$ cat config.mk
export PLATFORM = sky130hd
export DESIGN_NAME = zombie_sprite_engine
export DESIGN_NICKNAME = d
export VERILOG_FILES = /design/src/rtl/zombie_sprite_engine.sv
export SDC_FILE = /design/constraint.sdc
export NUM_CORES = 1
export LEC_CHECK = 0
export BUFFER_PORTS_ARGS = -buffer_cell sky130_fd_sc_hd__buf_2
export CAP_MARGIN = 20
export CORE_MARGIN = 2
export CORE_UTILIZATION = 59
export CTS_CLUSTER_SIZE = 25
export DETAILED_ROUTE_END_ITERATION = 12
export PLACE_DENSITY_LB_ADDON = 0.3
export SETUP_SLACK_MARGIN = 0.05
export SLEW_MARGIN = 20
export SYNTH_ARGS = -nofsm -noshare
export SYNTH_HDL_FRONTEND = slang
export SYNTH_SLANG_ARGS = --single-unit
$ cat constraint.sdc
create_clock -name Clk -period 11.5 [get_ports Clk]
set_input_delay 0.575 -clock Clk [delete_from_list [all_inputs] [get_ports Clk]]
set_output_delay 0.575 -clock Clk [all_outputs]
set_load 0.02 [all_outputs]
$ cat src/rtl/zombie_sprite_engine.sv
// N-slot zombie sprite renderer: fixed-priority hit test, shared sprite ROM lookup,
// colour-key transparency and hit-flash tint, two-cycle registered pixel pipeline.
module zombie_sprite_engine #(
    parameter int          N_ZOMBIES    = 3,
    parameter int          SPRITE_SIZE  = 32,
    parameter int          N_FRAMES     = 2,
    parameter int          ANIM_DIV     = 8,
    parameter int          FLASH_FRAMES = 8,
    parameter logic [23:0] KEY_COLOR    = 24'hFF00FF
) (
    input  logic                      Clk,
    input  logic                      Reset_n,
    input  logic                      frame_clk,
    input  logic [9:0]                DrawX,
    input  logic [9:0]                DrawY,
    input  logic [10*N_ZOMBIES-1:0]   ZombieX,
    input  logic [10*N_ZOMBIES-1:0]   ZombieY,
    input  logic [2*N_ZOMBIES-1:0]    ZombieFace,
    input  logic [N_ZOMBIES-1:0]      ZombieAlive,
    input  logic [N_ZOMBIES-1:0]      ZombieHit,
    output logic                      is_zombie,
    output logic [2:0]                zombie_id,
    output logic [7:0]                SpriteR,
    output logic [7:0]                SpriteG,
    output logic [7:0]                SpriteB
);

    localparam int SW = $clog2(SPRITE_SIZE);
    localparam int FW = (N_FRAMES > 1) ? $clog2(N_FRAMES) : 1;
    localparam int AW = 2 + FW + 2 * SW;
    localparam int CW = (ANIM_DIV > 1) ? $clog2(ANIM_DIV) : 1;
    localparam int LW = $clog2(FLASH_FRAMES + 1);

    // Procedural sprite art: anti-diagonal texels are transparent, the rest encode
    // the address so every direction/frame/texel is distinguishable.
    function automatic logic [23:0] rom_word(input logic [AW-1:0] a);
        logic [SW:0] diag;
        diag = {1'b0, a[2*SW-1:SW]} + {1'b0, a[SW-1:0]};
        if (diag == (SW + 1)'(SPRITE_SIZE - 1))
            rom_word = KEY_COLOR;
        else
            rom_word = {a[7:0], 8'(a[AW-1:8]), a[7:0] ^ 8'hC3};
    endfunction

    // Frame strobe edge detect and animation state
    logic          frame_clk_q;
    logic          fe;
    logic [CW-1:0] anim_cnt_q, anim_cnt_d;
    logic [FW-1:0] anim_frame_q, anim_frame_d;
    logic [LW-1:0] flash_q [N_ZOMBIES];
    logic [LW-1:0] flash_d [N_ZOMBIES];

    assign fe = frame_clk & ~frame_clk_q;

    always_comb begin
        anim_cnt_d   = anim_cnt_q;
        anim_frame_d = anim_frame_q;
        if (fe) begin
            if (anim_cnt_q == CW'(ANIM_DIV - 1)) begin
                anim_cnt_d   = '0;
                anim_frame_d = (anim_frame_q == FW'(N_FRAMES - 1)) ? '0 : anim_frame_q + 1'b1;
            end else begin
                anim_cnt_d = anim_cnt_q + 1'b1;
            end
        end
    end

    // A hit pulse always reloads, even when it lands on a frame strobe
    always_comb begin
        for (int i = 0; i < N_ZOMBIES; i++) begin
            flash_d[i] = flash_q[i];
            if (ZombieHit[i])
                flash_d[i] = LW'(FLASH_FRAMES);
            else if (fe && flash_q[i] != '0)
                flash_d[i] = flash_q[i] - 1'b1;
        end
    end

    // Stage 0: hit test and ROM address
    logic          hit0;
    logic [2:0]    id0;
    logic [1:0]    face0;
    logic          flash0;
    logic [SW-1:0] row0, col0;
    logic [AW-1:0] addr0;
    logic [10:0]   zx, zy, dx, dy;

    assign dx = {1'b0, DrawX};
    assign dy = {1'b0, DrawY};

    // Scan from the highest slot down so the lowest hitting index is the final writer
    always_comb begin
        hit0   = 1'b0;
        id0    = '0;
        face0  = '0;
        flash0 = 1'b0;
        row0   = '0;
        col0   = '0;
        zx     = '0;
        zy     = '0;
        for (int i = N_ZOMBIES - 1; i >= 0; i--) begin
            zx = {1'b0, ZombieX[10*i +: 10]};
            zy = {1'b0, ZombieY[10*i +: 10]};
            if (ZombieAlive[i] && dx >= zx && dx < zx + 11'(SPRITE_SIZE) &&
                dy >= zy && dy < zy + 11'(SPRITE_SIZE)) begin
                hit0   = 1'b1;
                id0    = 3'(i);
                face0  = ZombieFace[2*i +: 2];
                flash0 = (flash_q[i] != '0);
                col0   = DrawX[SW-1:0] - ZombieX[10*i +: SW];
                row0   = DrawY[SW-1:0] - ZombieY[10*i +: SW];
            end
        end
    end

    assign addr0 = hit0 ? {face0, anim_frame_q, row0, col0} : '0;

    // Stage 1: synchronous ROM read plus aligned side-band
    logic [23:0] rom_q;
    logic        hit1_q;
    logic [2:0]  id1_q;
    logic        flash1_q;

    // Stage 2: output registers
    logic        is_zombie_q, is_zombie_d;
    logic [2:0]  zombie_id_q, zombie_id_d;
    logic [23:0] rgb_q, rgb_d;

    // A keyed texel blanks the pixel outright; lower-priority slots do not show through
    always_comb begin
        is_zombie_d = 1'b0;
        zombie_id_d = '0;
        rgb_d       = 24'hFFFFFF;
        if (hit1_q && rom_q != KEY_COLOR) begin
            is_zombie_d = 1'b1;
            zombie_id_d = id1_q;
            rgb_d       = flash1_q ? {8'hFF, 1'b0, rom_q[15:9], 1'b0, rom_q[7:1]} : rom_q;
        end
    end

    always_ff @(posedge Clk) begin
        if (!Reset_n) begin
            frame_clk_q  <= 1'b0;
            anim_cnt_q   <= '0;
            anim_frame_q <= '0;
            for (int i = 0; i < N_ZOMBIES; i++) flash_q[i] <= '0;
            rom_q        <= '0;
            hit1_q       <= 1'b0;
            id1_q        <= '0;
            flash1_q     <= 1'b0;
            is_zombie_q  <= 1'b0;
            zombie_id_q  <= '0;
            rgb_q        <= 24'hFFFFFF;
        end else begin
            frame_clk_q  <= frame_clk;
            anim_cnt_q   <= anim_cnt_d;
            anim_frame_q <= anim_frame_d;
            for (int i = 0; i < N_ZOMBIES; i++) flash_q[i] <= flash_d[i];
            rom_q        <= rom_word(addr0);
            hit1_q       <= hit0;
            id1_q        <= id0;
            flash1_q     <= flash0;
            is_zombie_q  <= is_zombie_d;
            zombie_id_q  <= zombie_id_d;
            rgb_q        <= rgb_d;
        end
    end

    assign is_zombie = is_zombie_q;
    assign zombie_id = zombie_id_q;
    assign SpriteR   = rgb_q[23:16];
    assign SpriteG   = rgb_q[15:8];
    assign SpriteB   = rgb_q[7:0];

endmodule

# After elaboration in Yosys (flattened, before gate mapping)
# Memories as Yosys holds them, arrays and structs flattened.
# Cells that the tools add are included.
classes:
  add_sub_neg: 18
  mul: 0
  div_mod_pow: 0
  magnitude_cmp: 12
  n_eq_ne: 3
  shifts: 0
  mux: 34
  bitwise_logic: 9
  reduce_logical: 26
op_table:
  columns: ["op", "n"]
  rows:
  - ["adder 10 x 6 -> 11 bit (second input constant)", 6]
  - ["less-than comparator 10 x 11 -> 1 bit", 6]
  - ["greater-or-equal comparator 10 bit", 6]
  - ["two-way mux 4 bit", 9]
  - ["two-way mux 5 bit", 6]
  - ["subtractor 5 bit", 6]
  - ["two-way mux 24 bit", 1]
  - ["inequality test 24 bit (second input constant)", 1]
  - ["logical AND 1 bit", 16]
  - ["two-way mux 16 bit", 1]
  - ["two-way mux 13 bit", 1]
  - ["nonzero test 4 bit", 3]
  - ["subtractor 4 x 1 -> 4 bit (second input constant)", 3]
  - ["two-way mux 1 bit", 11]
  - ["OR reduction 3 bit", 3]
  - ["two-way mux 2 bit", 4]
  - ["adder 5 x 5 -> 6 bit", 1]
  - ["equality test 6 x 5 -> 1 bit (second input constant)", 1]
  - ["inverter 1 bit", 4]
  - ["inverter 4 bit", 1]
  - ["AND reduction 2 bit", 2]
  - ["OR reduction 2 bit", 2]
  - ["adder 3 x 1 -> 3 bit (second input constant)", 1]
  - ["equality test 3 bit (second input constant)", 1]
  - ["4 further kinds", 6]
totals:
  regBits: 60
  latchBits: 0
  mem_bits_rw: 12
  rom_bits: 0
  inputBits: 95
  elab_cells: 117
  mem_count: 1
mem_list:
  columns: ["memory", "words", "width", "read_ports", "rd_clocked_by_memory_dff", "wr", "line_no", "text"]
  rows:
  - ["flash_q", 3, 4, 3, 0, 3, "50", "logic [LW-1:0] flash_q [N_ZOMBIES];"]

# Logic depth before layout (Yosys ltp)
# Gate-level depths: netlist of the first run.
logic_depth:
  ltp_word: 12
  mapped_depth: 21

# Worst setup path before layout of the first run
# OpenSTA, ideal clock, no wires.
synth_path:
  path_kind: "input port to flip-flop"
  start: "input ZombieX[15]"
  end: "register rom_q[17]"
  arrival_time_ps: 4501
  slack_ps: 6932
  path_stages: 20
  path_buffers: 2
  path_cell_list: "ha_1 inv_1 ha_1 a211oi_1 o21ai_1 o2111ai_1 a21oi_1 or4_4 clkbuf_1 nand2_1 o221a_2 a21oi_1 ha_1 ha_1 nand2b_1 a311o_1 o221ai_1 o2bb2ai_1 buf_4 o21ai_2"
synth_between:
  elab_chain_cells: 11
  word_cells_on_any_way: 17
  classes_between: "add/sub: 2; order compare: 2; eq/ne: 1; mux: 8; reduce/logical: 4"
synth_lines:
  columns: ["element", "line_no", "text"]
  rows:
  - ["from (decl)", "16", "input logic [10*N_ZOMBIES-1:0] ZombieX,"]
  - ["adder 10 x 6 -> 11 bit / greater-or-equal comparator 10 bit (equally long branches)", "104", "if (ZombieAlive[i] && dx >= zx && dx < zx + 11'(SPRITE_SIZE) &&"]
  - ["less-than comparator 10 x 11 -> 1 bit / logical AND 1 bit (equally long branches)", "104", null]
  - ["logical AND 1 bit * (2 in series)", "104", null]
  - ["logical AND 1 bit *", "105", "dy >= zy && dy < zy + 11'(SPRITE_SIZE)) begin"]
  - ["two-way mux 5 bit / two-way mux 1 bit (equally long branches) (2 in series)", "104", null]
  - ["two-way mux 13 bit *", "116", "assign addr0 = hit0 ? {face0, anim_frame_q, row0, col0} : '0;"]
  - ["adder 5 x 5 -> 6 bit", "38", "diag = {1'b0, a[2*SW-1:SW]} + {1'b0, a[SW-1:0]};"]
  - ["equality test 6 x 5 -> 1 bit", "39", "if (diag == (SW + 1)'(SPRITE_SIZE - 1))"]
  - ["two-way mux 24 bit *", "39", null]
  - ["to (signal assigned)", "159", "rom_q <= rom_word(addr0);"]
  - ["to (decl)", "119", "logic [23:0] rom_q;"]
# Mark *: on every way between the ends. The rest lies on a longest branch, timed or not.
# A chain may end at the register's enable or synchronous reset.

# Final worst setup path of the first run
layout_path:
  start: "input ZombieY[25]"
  end: "register rom_q[18]"
layout_between:
  elab_chain_cells: 10
  word_cells_on_any_way: 18
  classes_between: "add/sub: 2; order compare: 2; eq/ne: 1; mux: 11; reduce/logical: 2"
layout_lines:
  columns: ["element", "line_no", "text"]
  rows:
  - ["from (decl)", "17", "input logic [10*N_ZOMBIES-1:0] ZombieY,"]
  - ["adder 10 x 6 -> 11 bit / greater-or-equal comparator 10 bit (equally long branches)", "105", null]
  - ["less-than comparator 10 x 11 -> 1 bit / logical AND 1 bit (equally long branches)", "105, 104", null]
  - ["logical AND 1 bit *", "105", null]
  - ["two-way mux 5 bit / two-way mux 1 bit (equally long branches) (3 in series)", "104", null]
  - ["two-way mux 13 bit *", "116", null]
  - ["adder 5 x 5 -> 6 bit", "38", null]
  - ["equality test 6 x 5 -> 1 bit", "39", null]
  - ["two-way mux 24 bit *", "39", null]
# Marked as above.

==> impl_metrics.tcl, run 1 <==
set metrics [dict create \
    postCtsResizedCells 0 \
    p_leak_nw 3.18 \
    grt_usage_pct 27.2 \
    grt_pass1_wl_mm 23.1 \
    post_cts_buffers 0 \
    synthTopCellsByArea "ha_1 (23%), dfxtp_1 (22%), a21oi_1 (6.1%), inv_1 (5.5%), nand2_1 (3.5%)" \
    power_w 0.000670 \
    fin_hold_ws_ns 0.433 \
    clock-sinks 63 \
    cp_top_family "compound AO/OA/AOI/OAI gates" \
    synthFlopType "dfxtp_1" \
    cts_buffers 9 \
    syn_area_per_cell_um2 8.36 \
    die_w_um 103 \
    period_share_pct 44.5 \
    start_util_pct 60.1 \
    detail_route.wl_per_cell_um 14.8 \
    port_buffers 121 \
    start_kind "primary input" \
    synth_compound_area_share_pct 23.0 \
    yosysWarnings 0 \
    die_height_um 103 \
    layout_setup_ws_ns 6.38 \
    synthAdderAreaFrac_pct 24.8 \
    maxSlewHeadroom_pct 45.9 \
    fin_skew_ns 0.00891 \
    num_antenna_cells 0 \
    synth_top_family_by_area "adder cells" \
    ctsHoldBuffers 0 \
    synth_edf_count 0 \
    die-area_um2 10600 \
    final.setup.tns_ns 0 \
    syn_inst 693 \
    synth_largest_area_cell "ha_1" \
    setup_violations 0 \
    placeableCoreArea_um2 9640 \
    pre_cts_ws_ns 5.67 \
    yosysSeqAreaShare_pct 21.8 \
    drive_gt1_share_pct 20.4 \
    worstPathRequired_ns 11.68 \
    cpMaxStageDelayCell "o2bb2ai_2" \
    worstSetupEndpointType "flip-flop" \
    first_global_vias 5212 \
    drc 0 \
    final.min_clock_period_ns 5.12 \
    worstPathArrival_ns 5.30 \
    hold_viol_final 0 \
    dr.pass1.iters 5 \
    min_path_type "reg -> reg" \
    power.density_nw_per_um2 99.5 \
    async_reset_ff_share_pct 0 \
    synth.area.mux_share_pct 1.90 \
    areaGrowthSynthToFinish_pct 16.2 \
    fmax_mhz 195 \
    crit_type "in -> reg" \
    grt_max_degree 22 \
    synth_seq_cells 63 \
    fin_nets 1015 \
    antenna_found_initial 1 \
    synth_nets 899 \
    clk-insertion-delay-late_ns 0.34 \
    rsz0062_at_grt "no" \
    overflow 0 \
    gp_congestion 0.901 \
    fp-row-count 36 \
    cp.buffers_inverters 2 \
    yosys.area_share.simple_pct 15.8 \
    ys_types 69 \
    synthXorXnorAreaFrac_pct 5.60 \
    stdcell_area_um2 6730 \
    crit_top_cell "ha_1" \
    crit_path_max_fanout 12 \
    final_common_cell "buf_2" \
    layout_common_cells "buf_2 (121), ha_1 (105), inv_1 (85)" \
    vias 5363 \
    drv_slew 0 \
    vias_per_cell 5.66 \
    ant_nets 0 \
    cp_cell_sequence "buf_2 > ha_1 > inv_1 > ha_1 > a211oi_1 > nand2_1 > o211ai_1 > a21oi_1 > a2111oi_4 > nand2_1 > o221a_2 > a21oi_1 > ha_1 > ha_1 > nand2b_1 > a311o_1 > o221ai_1 > o2bb2ai_2 > o22ai_1" \
    post-dp-hpwl_mm 11.7 \
    place_area_um2 6480 \
    status "finished, final reports clean" \
    maxCapViolCount 0 \
    clkTransAtPathRegs_ns 0.07 \
    cts_tree "yes" \
    io_pins 123 \
    syn_area_um2 5790 \
    cpPeakStageDelay_ns 0.62 \
    htree_levels 3 \
    wl_mm 14.0 \
    ir_drop_v 0.0000780 \
    synth_top_area_share_pct 22.7 \
    worstMarginPinSlew_ns 0.810 \
    ctsRootBufferMaster "clkbuf_8" \
    drt_iter0_drc 180 \
    clockBufferDepth 2 \
]
-- final timing paths --
check	slack [ns]	cells past startpoint	to	from
min reg2reg	0.43	1	zombie_id[1]	id1_q[1]
max	6.38	19	rom_q[18]	ZombieY[25]
min	0.43	1	zombie_id[1]	id1_q[1]
max reg2reg	9.92	7	rgb_q[19]	rom_q[11]
-- state kept, by name (all words and copies together), names as in the netlist, 2 cells and up --
register,flops
anim_cnt_q,3
flash_q,12
id1_q,2
rgb_q,22
rom_q,17
zombie_id,2
-- per-layer routing --
layer	wire length, um	GRT usage [%]	vias to the layer above
li1	-	-	2707
met2	7080	50.1	161
met1	5910	31.5	2454
met3	580	3.59	39
met5	7	0	-
met4	445	11.0	2
-- metrics by stage --
stage               instances  util, %
finish                    947     69.8
global route              947     69.8
CTS                       947     69.8
detailed placement        931     67.2
global placement          931     67.2
floorplan                 693        -
-- cell usage after synthesis (all sizes together) (3+ instances only) --
cell type	n
nand4b	4
a211oi	9
a2bb2oi	3
a31oi	7
o211ai	7
nand3	20
a211o	5
buf	7
xor2	15
clkbuf	10
nor3	10
and3	5
nor3b	3
inv	85
o21ai	32
or3	9
fa	6
a21oi	72
nor2	33
and2	3
nand2	54
xnor2	22
o221a	3
and4	3
o31a	5
ha	105
a21o	11
mux2i	11
o21a	11
nand4	8
dfxtp	63
o22ai	6
or4	4
nand2b	7
nor2b	7
-- logic make-up (layout without fill, tap and decap cells) --
group | Yosys count | after routing
buf+inv | 102 | 223
simple gates | 177 | 177
mux | 11 | 11
fa+ha+maj | 111 | 111
other cells | 1 | 1
compound gates | 191 | 191
flops | 63 | 63
xor+xnor | 37 | 37
-- final cells by class --
type	instances	area, um2
multi-input cells	528	4130
clock buffers	9	124
repair buffers	122	613
clock inverters	7	121
well taps	133	166
fillers	813	2910
flip-flops and latches	63	1260
inverters	85	319
-- worst register-to-register path: cells and delay by family, from the launching register on --
family / cells / cell delay [ns]
compound gates: 1 / 0.14
buf+inv: 2 / 0.34
flops: 1 / 0.33
simple gates: 4 / 0.73
-- where the power goes --
part / internal (W) / switching (W) / leakage (nW)
clock: 0.000145 / 0.0000863 / 0.123
combinational: 0.0000891 / 0.000118 / 2.55
sequential: 0.000226 / 0.00000540 / 0.513
total: 0.000460 / 0.000210 / 3.18
No activity file was read; power rests on OpenSTA's default activity.
==> run 2, diff against run 1 <==
Settings changed: CORE_UTILIZATION 59 to 56.
Clock period 11.5 ns to 5.2 ns, I/O delays scaled along.
==> run 2 against run 1 <==
Effect of this change: clock skew is 0.0031 ns lower; setup slack worse by 5.8 ns; routed wire length is 2.8% lower; sequential power is 120% higher; first-iteration DRC count is 13% higher; combinational power is 120% higher; via count is 1.0% higher; hold slack worse by 0.27 ns; critical path type unchanged.
==> impl_metrics.tcl, run 2 (same netlist as run 1, synthesis figures left out) <==
set metrics [dict create \
    status "finished, final reports clean" \
    cp.buffers_inverters 3 \
    postCtsResizedCells 0 \
    drive_gt1_share_pct 20.7 \
    power_w 0.00138 \
    ctsRootBufferMaster "clkbuf_8" \
    vias_per_cell 5.68 \
    place_area_um2 6510 \
    final_common_cell "buf_2" \
    holdPathStages 2 \
    rsz0062_at_grt "no" \
    grt_pass1_wl_mm 23.3 \
    cp_cell_sequence "buf_2 > inv_1 > ha_1 > inv_1 > fa_1 > a21o_1 > a21oi_1 > a311oi_1 > o21ai_0 > or4_4 > nand2_1 > o221a_2 > a21oi_1 > ha_1 > ha_1 > nand2b_1 > a311o_1 > o221ai_1 > o2bb2ai_2 > o21ai_0" \
    grt.busiest_layer "met2" \
    crit_type "in -> reg" \
    htree_levels 3 \
    regArea_um2 1260 \
    drc 0 \
    num_antenna_cells 0 \
    clkTransAtPathRegs_ns 0.07 \
    fp-row-count 37 \
    multiInputGateArea_um2 4130 \
    antenna_found_initial 0 \
    layout_common_cells "buf_2 (121), ha_1 (105), inv_1 (85)" \
    maxCapViolCount 0 \
    fmax_mhz 215 \
    clockBufferDepth 2 \
    largest_reg_flops 22 \
    clk-insertion-delay-late_ns 0.33 \
    placeableCoreArea_um2 10200 \
    top_register "rgb_q" \
    overflow 0 \
    ctsHoldBuffers 0 \
    p_leak_nw 3.17 \
    fin_nets 1018 \
    clock-sinks 63 \
    setup_violations 0 \
    hold_viol_final 0 \
    drv_slew 0 \
    post-dp-hpwl_mm 11.4 \
    dr.pass1.iters 4 \
    stdcell_area_um2 6710 \
    gp_congestion 0.894 \
    cts_buffers 9 \
    die_w_um 106 \
    gr-usage-met2_pct 45.3 \
    start_util_pct 56.9 \
    ir_drop_v 0.000156 \
    min_to "frame_clk_q" \
    crit_top_cell "ha_1" \
    io_pins 123 \
    crit_path_max_fanout 14 \
    worstMarginPinSlew_ns 0.801 \
    post_cts_buffers 0 \
    grt_usage_pct 25.1 \
    final.min_clock_period_ns 4.66 \
    min_path_type "in -> reg" \
    fin_skew_ns 0.00583 \
    maxSlewHeadroom_pct 46.6 \
    wl_mm 13.6 \
    period_share_pct 89.5 \
    grtUsageMet1_pct 29.6 \
    die-area_um2 11200 \
    grt_max_degree 22 \
    first_global_vias 5408 \
    reg2regPathDepth 5 \
    ant_nets 0 \
    worstPathRequired_ns 5.38 \
    areaGrowthSynthToFinish_pct 15.9 \
    vias 5417 \
    cpMaxStageDelayCell "o2bb2ai_2" \
    hold_start "frame_clk" \
    r2r_slack_ns 3.62 \
    use_met3_pct 3.59 \
    die_height_um 106 \
    rr_endpoint "flash_q[0][3]" \
    detail_route.wl_per_cell_um 14.3 \
    start_kind "primary input" \
    port_buffers 121 \
    cpPeakStageDelay_ns 0.61 \
    cp_top_family "compound AO/OA/AOI/OAI gates" \
    cts_tree "yes" \
    worstPathArrival_ns 4.84 \
    reg_top3 "rgb_q x22, rom_q x17, flash_q x12" \
    power.density_nw_per_um2 205 \
    timing.rr.start "frame_clk_q" \
    fillers 890 \
    worstSetupEndpointType "flip-flop" \
    drt_iter0_drc 203 \
]
run 2: through the flow:
step	hold slack [ns]	util, %	setup TNS (ns)	worst slack [ns]	instances
6_report	0.163	65.9	0	0.544	953
5_1_grt	0.164	65.9	0	0.189	953
4_1_cts	0.159	65.8	0	0.217	953
3_5_place_dp	0.411	63.9	-0.574	-0.130	937
3_3_place_gp	0.414	63.9	0	0.138	937
2_1_floorplan	0.387	-	0	0.947	693
run 2: worst max path at each step:
stage,from,endpoint,slack [ns],cells after the start
detailed placement,DrawY[0],rom_q[16],-0.13,20
global route,DrawY[0],rom_q[16],0.19,20
CTS,DrawY[0],rom_q[16],0.22,20
global placement,DrawY[0],rom_q[16],0.14,20
finish,DrawY[0],rom_q[16],0.54,20
floorplan,ZombieX[15],rom_q[17],0.95,20
run 2: routing by layer:
| layer | wire (um) | vias to the layer above |
|---|---|---|
| li1 | - | 2724 |
| met1 | 6020 | 2504 |
| met2 | 6670 | 146 |
| met3 | 539 | 43 |
| met4 | 409 | 0 |
| met5 | 0 | - |
run 2: layout make-up:
| type | instances | area share (%) |
|---|---|---|
| Inverter | 85 | 4.75 |
| Timing Repair Buffer | 125 | 9.47 |
| Multi-Input combinational cell | 528 | 61.5 |
| Tap cell | 136 | 2.54 |
| Sequential cell | 63 | 18.8 |
| Clock buffer | 10 | 2.05 |
| Clock inverter | 6 | 0.895 |
run 2: power by group:
part	leakage [nW]	switching (W)	internal (W)
logic	2.56	0.000258	0.000198
clock network	0.0981	0.000179	0.000231
registers	0.513	0.0000118	0.000500
run 2: worst register-to-register path, cell delays in order (launching register included):
cell and delay [ns]:
dfxtp_1 0.31, nand2b_1 0.30, or4_1 0.50, nor3_1 0.19, a21oi_1 0.08, a21oi_1 0.14
==> run 3, diff against run 2 <==
Settings changed: ABC_AREA set to 1, CORE_UTILIZATION 56 to 57.
==> run 3 against run 2 <==
Effect of this change: clock power is 13% lower; final cell count is 20% higher; design area is 3.8% higher; setup slack better by 0.80 ns; die area is 3.0% higher; maximum frequency is 21% higher; largest cell class unchanged.
==> impl_metrics.tcl, run 3 <==
set metrics [dict create \
    cp.buffers_inverters 7 \
    dr.pass1.iters 5 \
    ir_drop_v 0.000186 \
    syn_area_per_cell_um2 6.88 \
    drv_slew 0 \
    port_buffers 121 \
    yosys.area_share.simple_pct 26.3 \
    ant_nets 0 \
    maxCapViolCount 0 \
    htree_levels 3 \
    gp_congestion 0.917 \
    maxSlewHeadroom_pct 35.8 \
    areaGrowthSynthToFinish_pct 14.6 \
    clock-sinks 63 \
    synth_compound_area_share_pct 13.1 \
    fillers 944 \
    layout_common_cells "nand2_1 (170), inv_1 (157), buf_2 (121)" \
    clkTransAtPathRegs_ns 0.06 \
    multiInputGateArea_um2 4140 \
    cpPeakStageDelay_ns 0.42 \
    cts_buffers 9 \
    dp_cells 1132 \
    synthTopCellsByArea "ha_1 (22%), dfxtp_1 (21%), nand2_1 (10%), inv_1 (9.7%), nor2_1 (6.1%)" \
    final.setup.tns_ns 0 \
    die_w_um 107 \
    post-dp-hpwl_mm 11.7 \
    vias_per_cell 5.07 \
    cts_tree "yes" \
    io_pins 123 \
    synth_largest_area_cell "ha_1" \
    crit_path_max_fanout 14 \
    cpMaxStageDelayCell "fa_1" \
    cp_top_family "simple AND/OR/NAND/NOR gates" \
    die-area_um2 11500 \
    synth_edf_count 0 \
    synth_common_cells "nand2_1 (170), inv_1 (157), ha_1 (105), nor2_1 (99), a21oi_1 (64)" \
    status "finished, final reports clean" \
    grt_max_degree 20 \
    worst-path-stages 27 \
    layout_setup_ws_ns 1.34 \
    regArea_um2 1260 \
    synthXorXnorAreaFrac_pct 4.90 \
    min_path_type "in -> reg" \
    final_common_cell "nand2_1" \
    antenna_found_initial 0 \
    fp-row-count 37 \
    synth.area.mux_share_pct 0 \
    fin_cells 1147 \
    reg2regPathDepth 8 \
    crit_top_cell "nand2_1" \
    grt_usage_pct 24.5 \
    synth_top_family_by_area "simple AND/OR/NAND/NOR gates" \
    start_kind "primary input" \
    holdPathStages 3 \
    grt_pass1_wl_mm 23.0 \
    vias 5810 \
    synth_seq_cells 63 \
    syn_inst 884 \
    syn_area_um2 6080 \
    period_share_pct 74.2 \
    crit_type "in -> reg" \
    placeableCoreArea_um2 10300 \
    worstPathRequired_ns 5.43 \
    hold_viol_final 0 \
    fin_nets 1213 \
    drc 0 \
    drt_iter0_drc 255 \
    ys_types 43 \
    setup_violations 0 \
    largest_reg_flops 22 \
    ctsHoldBuffers 0 \
    wl_mm 13.7 \
    worstMarginPinSlew_ns 0.959 \
    final.min_clock_period_ns 3.86 \
    drive_gt1_share_pct 16.5 \
    start_util_pct 58.9 \
    fmax_mhz 259 \
    async_reset_ff_share_pct 0 \
    synthFlopType "dfxtp_1" \
    post-route-util_pct 67.5 \
    synth_top_area_share_pct 21.6 \
    pre_cts_ws_ns 1.07 \
    post_cts_buffers 0 \
    rsz0062_at_grt "no" \
    fin_skew_ns 0.00518 \
    yosysMostFrequentCell "nand2_1" \
    first_global_vias 5280 \
    postCtsResizedCells 0 \
    clk-insertion-delay-late_ns 0.34 \
    worstSetupEndpointType "flip-flop" \
    detail_route.wl_per_cell_um 11.9 \
    yosysSeqAreaShare_pct 20.7 \
    die_height_um 107 \
    top_register "rgb_q" \
    yosysWarnings 0 \
    synth_nets 1090 \
    reg_top3 "rgb_q x22, rom_q x17, flash_q x12" \
    power.density_nw_per_um2 193 \
    worstPathArrival_ns 4.08 \
    p_leak_nw 3.68 \
    clockBufferDepth 2 \
    num_antenna_cells 0 \
    ctsRootBufferMaster "clkbuf_8" \
    synthAdderAreaFrac_pct 23.6 \
    overflow 0 \
]
[run 3: changes by cell type in the layout (fill, tap and decap cells not counted), moves of 9 or more]
cell     before  now
a22oi_1       0   12
nand2_1      54  170
or3_1         9    0
mux2i_1      11    0
inv_1        85  157
nand4_1       7   16
nand3_1      19   48
a21o_1       11    2
a21oi_2       1   10
xnor2_1      22   12
nor2_1       32   99
[run 3: stage by stage]
step	area (um2)	power [W]	hold WS, ns
2_1_floorplan	6080	0.000851	0.358
3_3_place_gp	6800	0.000986	0.405
3_5_place_dp	6800	0.000993	0.407
4_1_cts	6960	0.00135	0.107
5_1_grt	6960	0.00144	0.120
6_report	6960	0.00134	0.124
[run 3: layer usage]
layer / vias up / track usage, % / routed length, um
met5: - / 0 / 0
met4: 0 / 7.51 / 286
met1: 2538 / 30.1 / 6210
met3: 29 / 3.39 / 607
li1: 3107 / - / -
met2: 136 / 44.0 / 6570
[run 3: path summary, 6_finish.rpt]
check                                from  slack [ns]           end
worst min-delay path            frame_clk        0.12   frame_clk_q
worst max-delay path             DrawX[0]        1.34     rom_q[12]
worst max register to register  rom_q[18]        3.17      rgb_q[4]
worst min register to register   id1_q[0]        0.41  zombie_id[0]
[run 3: cell type report]
type                            count  share of cell area (%)
Clock buffer                       11                    2.03
Tap cell                          136                    2.44
Inverter                          166                    9.02
Multi-Input combinational cell    646                    59.4
Clock inverter                      4                   0.323
Timing Repair Buffer              121                    8.70
Sequential cell                    63                    18.1
[run 3: report_power, final]
group	total [W]	switching (W)	internal (W)	leakage, nW
Sequential	0.000510	0.00000807	0.000502	0.513
Combinational	0.000476	0.000288	0.000188	3.08
Clock	0.000355	0.000175	0.000180	0.0850
Total	0.00134	0.000471	0.000870	3.68
[run 3: logic make-up after synthesis]
kind of cell | after synthesis
buf+inv | 175
simple gates | 368
xor+xnor | 34
other cells | 1
compound gates | 132
flops | 63
fa+ha+maj | 111
[run 3: worst register-to-register path, stage by stage (launching register included)]
cell and delay (ns):
dfxtp_1 0.30, inv_1 0.10, nor4_1 0.08, nand3_1 0.06
nor4_1 0.05, nand4_1 0.07, nand3_1 0.20, nor2_1 0.79
a22oi_1 0.21
